### src/rtl/crc_pkg.sv
// Shared types, default polynomials and the single-bit CRC step for crc_stream.
package crc_pkg;

  typedef enum logic [1:0] {
    IDLE,
    ACCUM,
    HOLD
  } crc_state_e;

  localparam int CRC_MAX_W = 32;

  localparam logic [7:0] CRC8_POLY_X8P1  = 8'h01;
  localparam logic [7:0] CRC8_SMBUS_POLY = 8'h07;

  // mask selects the live low bits; its top set bit is the register MSB
  function automatic logic [CRC_MAX_W-1:0] crc_bit(
    input logic [CRC_MAX_W-1:0] c,
    input logic                 d,
    input logic [CRC_MAX_W-1:0] poly,
    input logic [CRC_MAX_W-1:0] mask
  );
    logic                 fb;
    logic [CRC_MAX_W-1:0] top;
    top     = mask & ~(mask >> 1);
    fb      = (|(c & top)) ^ d;
    crc_bit = ((c << 1) ^ (fb ? poly : '0)) & mask;
  endfunction

endpackage

### src/rtl/crc_step.sv
// Combinational CRC update over one beat, MSB of the beat first.
module crc_step
  import crc_pkg::*;
#(
  parameter int               CRC_W  = 8,
  parameter int               DATA_W = 80,
  parameter logic [CRC_W-1:0] POLY   = CRC_W'(CRC8_POLY_X8P1)
) (
  input  logic [CRC_W-1:0]  c,
  input  logic [DATA_W-1:0] d,
  output logic [CRC_W-1:0]  nxt
);

  localparam logic [CRC_MAX_W-1:0] MASK =
    {CRC_MAX_W{1'b1}} >> (CRC_MAX_W - CRC_W);
  localparam logic [CRC_MAX_W-1:0] POLY_X = CRC_MAX_W'(POLY);

  logic [CRC_MAX_W-1:0] t;

  always_comb begin
    t = CRC_MAX_W'(c);
    for (int i = DATA_W - 1; i >= 0; i--) begin
      t = crc_bit(t, d[i], POLY_X, MASK);
    end
    nxt = t[CRC_W-1:0];
  end

endmodule

### src/rtl/crc_stream.sv
// Streaming CRC with valid/ready on beats and result; define
// CRC_STREAM_CHECK_EN to add the chk_data compare and crc_err flag.
module crc_stream
  import crc_pkg::*;
#(
  parameter int               CRC_W   = 8,
  parameter int               DATA_W  = 80,
  parameter logic [CRC_W-1:0] POLY    = CRC_W'(CRC8_POLY_X8P1),
  parameter logic [CRC_W-1:0] INIT    = '1,
  parameter logic [CRC_W-1:0] XOR_OUT = '1
) (
  input  logic              clk,
  input  logic              rst_n,
  input  logic              in_valid,
  output logic              in_ready,
  input  logic              in_sop,
  input  logic              in_last,
  input  logic [DATA_W-1:0] in_data,
  output logic              crc_valid,
  input  logic              crc_ready,
  output logic [CRC_W-1:0]  crc_out
`ifdef CRC_STREAM_CHECK_EN
  ,
  input  logic [CRC_W-1:0]  chk_data,
  output logic              crc_err
`endif
);

  crc_state_e       state;
  logic [CRC_W-1:0] crc_q;
  logic [CRC_W-1:0] base;
  logic [CRC_W-1:0] nxt;
  logic [CRC_W-1:0] fin;
  logic             accept;
  logic             take;

  assign in_ready = !crc_valid || crc_ready;
  assign accept   = in_valid && in_ready;
  assign take     = crc_valid && crc_ready;

  // anything outside ACCUM, or an explicit sop, opens a fresh frame
  assign base = (in_sop || state != ACCUM) ? INIT : crc_q;
  assign fin  = nxt ^ XOR_OUT;

  crc_step #(
    .CRC_W (CRC_W),
    .DATA_W(DATA_W),
    .POLY  (POLY)
  ) u_step (
    .c  (base),
    .d  (in_data),
    .nxt(nxt)
  );

  always_ff @(posedge clk or negedge rst_n) begin
    if (!rst_n) begin
      state     <= IDLE;
      crc_q     <= INIT;
      crc_out   <= '0;
      crc_valid <= 1'b0;
`ifdef CRC_STREAM_CHECK_EN
      crc_err   <= 1'b0;
`endif
    end else begin
      unique case (1'b1)
        accept && in_last: begin
          state     <= HOLD;
          crc_q     <= INIT;
          crc_out   <= fin;
          crc_valid <= 1'b1;
`ifdef CRC_STREAM_CHECK_EN
          crc_err   <= fin != chk_data;
`endif
        end
        accept && !in_last: begin
          state     <= ACCUM;
          crc_q     <= nxt;
          crc_valid <= 1'b0;
        end
        !accept && take: begin
          state     <= IDLE;
          crc_valid <= 1'b0;
        end
        default: ;
      endcase
    end
  end

endmodule

### config.mk
export PLATFORM = sky130hd
export DESIGN_NAME = crc_stream
export DESIGN_NICKNAME = d
export VERILOG_FILES = /design/src/rtl/crc_pkg.sv /design/src/rtl/crc_step.sv /design/src/rtl/crc_stream.sv
export SDC_FILE = /design/constraint.sdc
export NUM_CORES = 1
export LEC_CHECK = 0
export BUFFER_PORTS_ARGS = -buffer_cell sky130_fd_sc_hd__buf_2
export CAP_MARGIN = 20
export CORE_UTILIZATION = 44
export DETAILED_ROUTE_END_ITERATION = 8
export PLACE_DENSITY = 0.84
export SLEW_MARGIN = 20
export SYNTH_ARGS = -nofsm -noshare
export SYNTH_HDL_FRONTEND = slang
export SYNTH_SLANG_ARGS = --single-unit
### constraint.sdc
create_clock -name clk -period 2.2 [get_ports clk]
set_input_delay 0.22 -clock clk [delete_from_list [all_inputs] [get_ports clk]]
set_output_delay 0.22 -clock clk [all_outputs]
set_load 0.02 [all_outputs]
==> metrics.yaml <==
cts_hold_buf: 1
antenna_found_initial: 0
reg2reg_to: "crc_out[3]"
synthDominantCellAreaShare_pct: 25.7
leakagePower_nw: 1.04
max_freq_mhz: 540
die_height_um: 62.9
synth_area_leaders: "xnor2_1 (26%), dfrtp_1 (15%), dfstp_2 (13%)"
yosysWarningCount: 0
ir_drop_v: 0.000444
r2r_slack_ns: 0.35
die_w_um: 62.9
period_needed_ns: 1.85
cts.sinks: 18
powerDensity_nw_per_um2: 739
ys_ff_latch: 18
ant_nets: 0
wl_per_cell_um: 11.3
synth_enable_flop_cells: 0
grtUsageTotal_pct: 17.0
postLayoutCellArea_um2: 2210
drtIter0Drc: 11
fin_cells: 277
drt-pass1-iter-count: 4
reg2reg_from: "state[1]"
dp.cells: 272
fin_nets: 318
ctsResizeCount: 0
crit_arrival_ns: 1.99
hold_ws_ns: 0.236
final.setup.worst_slack_ns: 0.347
min_path_type: "in2reg"
crit_path_start_kind: "flop"
clk_latency_ns: 0.25
drc: 0
final.setup_skew_ns: 0.00125
drt-vias-per-instance: 4.60
setup_tns_ns: 0
syn_nets: 219
mappedNetlistArea_um2: 1630
port_buffers: 95
outcome: "finished clean"
synth_top_flop_cell: "dfrtp_1"
drive_gt1_share_pct: 58.4
holdPathStages: 3
grt_max_degree: 19
synth_cells: 133
worstMarginPinSlew_ns: 0.408
cts_max_path_buffers: 2
synth.most_common_cell: "xnor2_1"
path_clk_slew_ns: 0.07
grt.overflow.total: 0
setup_violations: 0
seq_area_um2: 460
slew_viol_final: 0
dp.final_hpwl_um: 2580
whs_endpoint: "state[1]"
postCtsSetupBuffers: 0
placed_area_um2: 2150
rsz0062_at_grt: "no"
worstPathMaxFanout: 8
cp-end-kind: "flop"
synth_cell_types: 21
grt_pass1_wl_um: 5440
core_um2: 3440
cts_buffers: 3
gp_congestion: 0.731
rr_worst_depth: 5
die-area_um2: 3960
htree_num_levels: 1
row_count: 21
synthArstFlopShare_pct: 100
fin_crit_sh_pct: 84.2
wirelength_um: 3120
timing.slew.headroom_pct: 72.8
yosysSeqAreaShare_pct: 28.2
worstPathRequired_ns: 2.34
cts_tree: "done"
min_from: "crc_ready"
avgSynthCellArea_um2: 12.3
start_util_pct: 47.5
yosysTopAreaCell: "xnor2_1"
cts_root_buf: "clkbuf_8"
num_vias: 1274
criticalPathCategory: "reg2reg"
ios: 96
diodes: 0
grt_pass1_vias: 1306
drv_cap: 0
multi_input_area_um2: 1140
area_growth_pct: 35.4
finalHoldViolCount: 0
place_ws_ns: 0.345
synth_common_cells: "xnor2_1 (48), dfrtp_1 (10)"
fillCellCount: 266
registers in the layout, summed over array words and instances, names as in the netlist:
| signal | count |
|---|---|
| state | 2 |
| crc_q | 8 |
| crc_out | 8 |
through the flow:
stage	utilization, %	power, W
finish	64.3	0.00163
global route	64.3	0.00174
CTS	64.3	0.00165
detailed placement	62.4	0.00138
global placement	62.4	0.00136
floorplan	-	0.00114
placed cells by master (no fill, tap or decap), types with 2 or more instances in the layout:
| cell | synthesis | layout |
|---|---|---|
| dfrtp_1 | 10 | 10 |
| a21oi_1 | 8 | 8 |
| buf_4 | 1 | 2 |
| xnor3_1 | 8 | 8 |
| clkbuf_8 | 0 | 4 |
| dfstp_2 | 8 | 8 |
| nor2_1 | 8 | 8 |
| xor2_1 | 8 | 8 |
| xnor2_2 | 8 | 8 |
| nor4b_2 | 7 | 7 |
| xnor2_1 | 48 | 48 |
| mux2_2 | 8 | 8 |
| buf_2 | 1 | 95 |
routing by layer:
metal	global-route usage (%)	part of all wire, %	wire, um	up-vias
met3	5.29	8.4	262	4
met1	20.7	41	1280	573
li1	-	-	-	639
met2	29.3	50	1550	58
met4	3.49	0.80	25	0
met5	0	0	0	-
power by group:
part           internal, W  total (W)  switching (W)  leakage (nW)
Combinational     0.000451   0.000803       0.000351         0.806
Sequential        0.000485   0.000564      0.0000788         0.204
Clock             0.000159   0.000267       0.000108        0.0288
Total              0.00110    0.00163       0.000539          1.04
cells by family (layout without fill, tap and decap cells):
kind of cell           after synthesis  count (layout)  share of synthesized area (%)
AND/OR/NAND/NOR                     21              21                           11.9
multiplexers                         8               8                           5.51
buffers and inverters                4             102                           2.14
flip-flops                          18              18                           28.2
AO/OA/AOI/OAI                       10              10                           3.22
XOR/XNOR                            72              72                           49.0
worst max-delay path, stage by stage (launching register included):
cell	delay, ns
dfrtp_1	0.52
buf_4	0.23
nor4b_2	0.31
xnor2_1	0.16
xnor3_1	0.25
mux2_2	0.26
layout make-up:
cell class                      count  area share (%)
Tap cell                           46            2.60
Sequential cell                    18            20.8
Timing Repair Buffer               98            22.6
Multi-Input combinational cell    111            51.5
Clock buffer                        4            2.49
how the worst max path moves through the flow:
stage / startpoint / slack, ns / endpoint / depth (start not counted)
detailed placement: state[1] / 0.34 / crc_out[3] / 5
floorplan: state[1] / 0.52 / crc_out[6] / 5
finish: state[1] / 0.35 / crc_out[3] / 5
CTS: state[1] / 0.33 / crc_out[3] / 5
global route: state[1] / 0.20 / crc_out[5] / 5
global placement: state[1] / 0.40 / crc_out[3] / 5
Note: power is estimated with default switching activity, not from simulation.
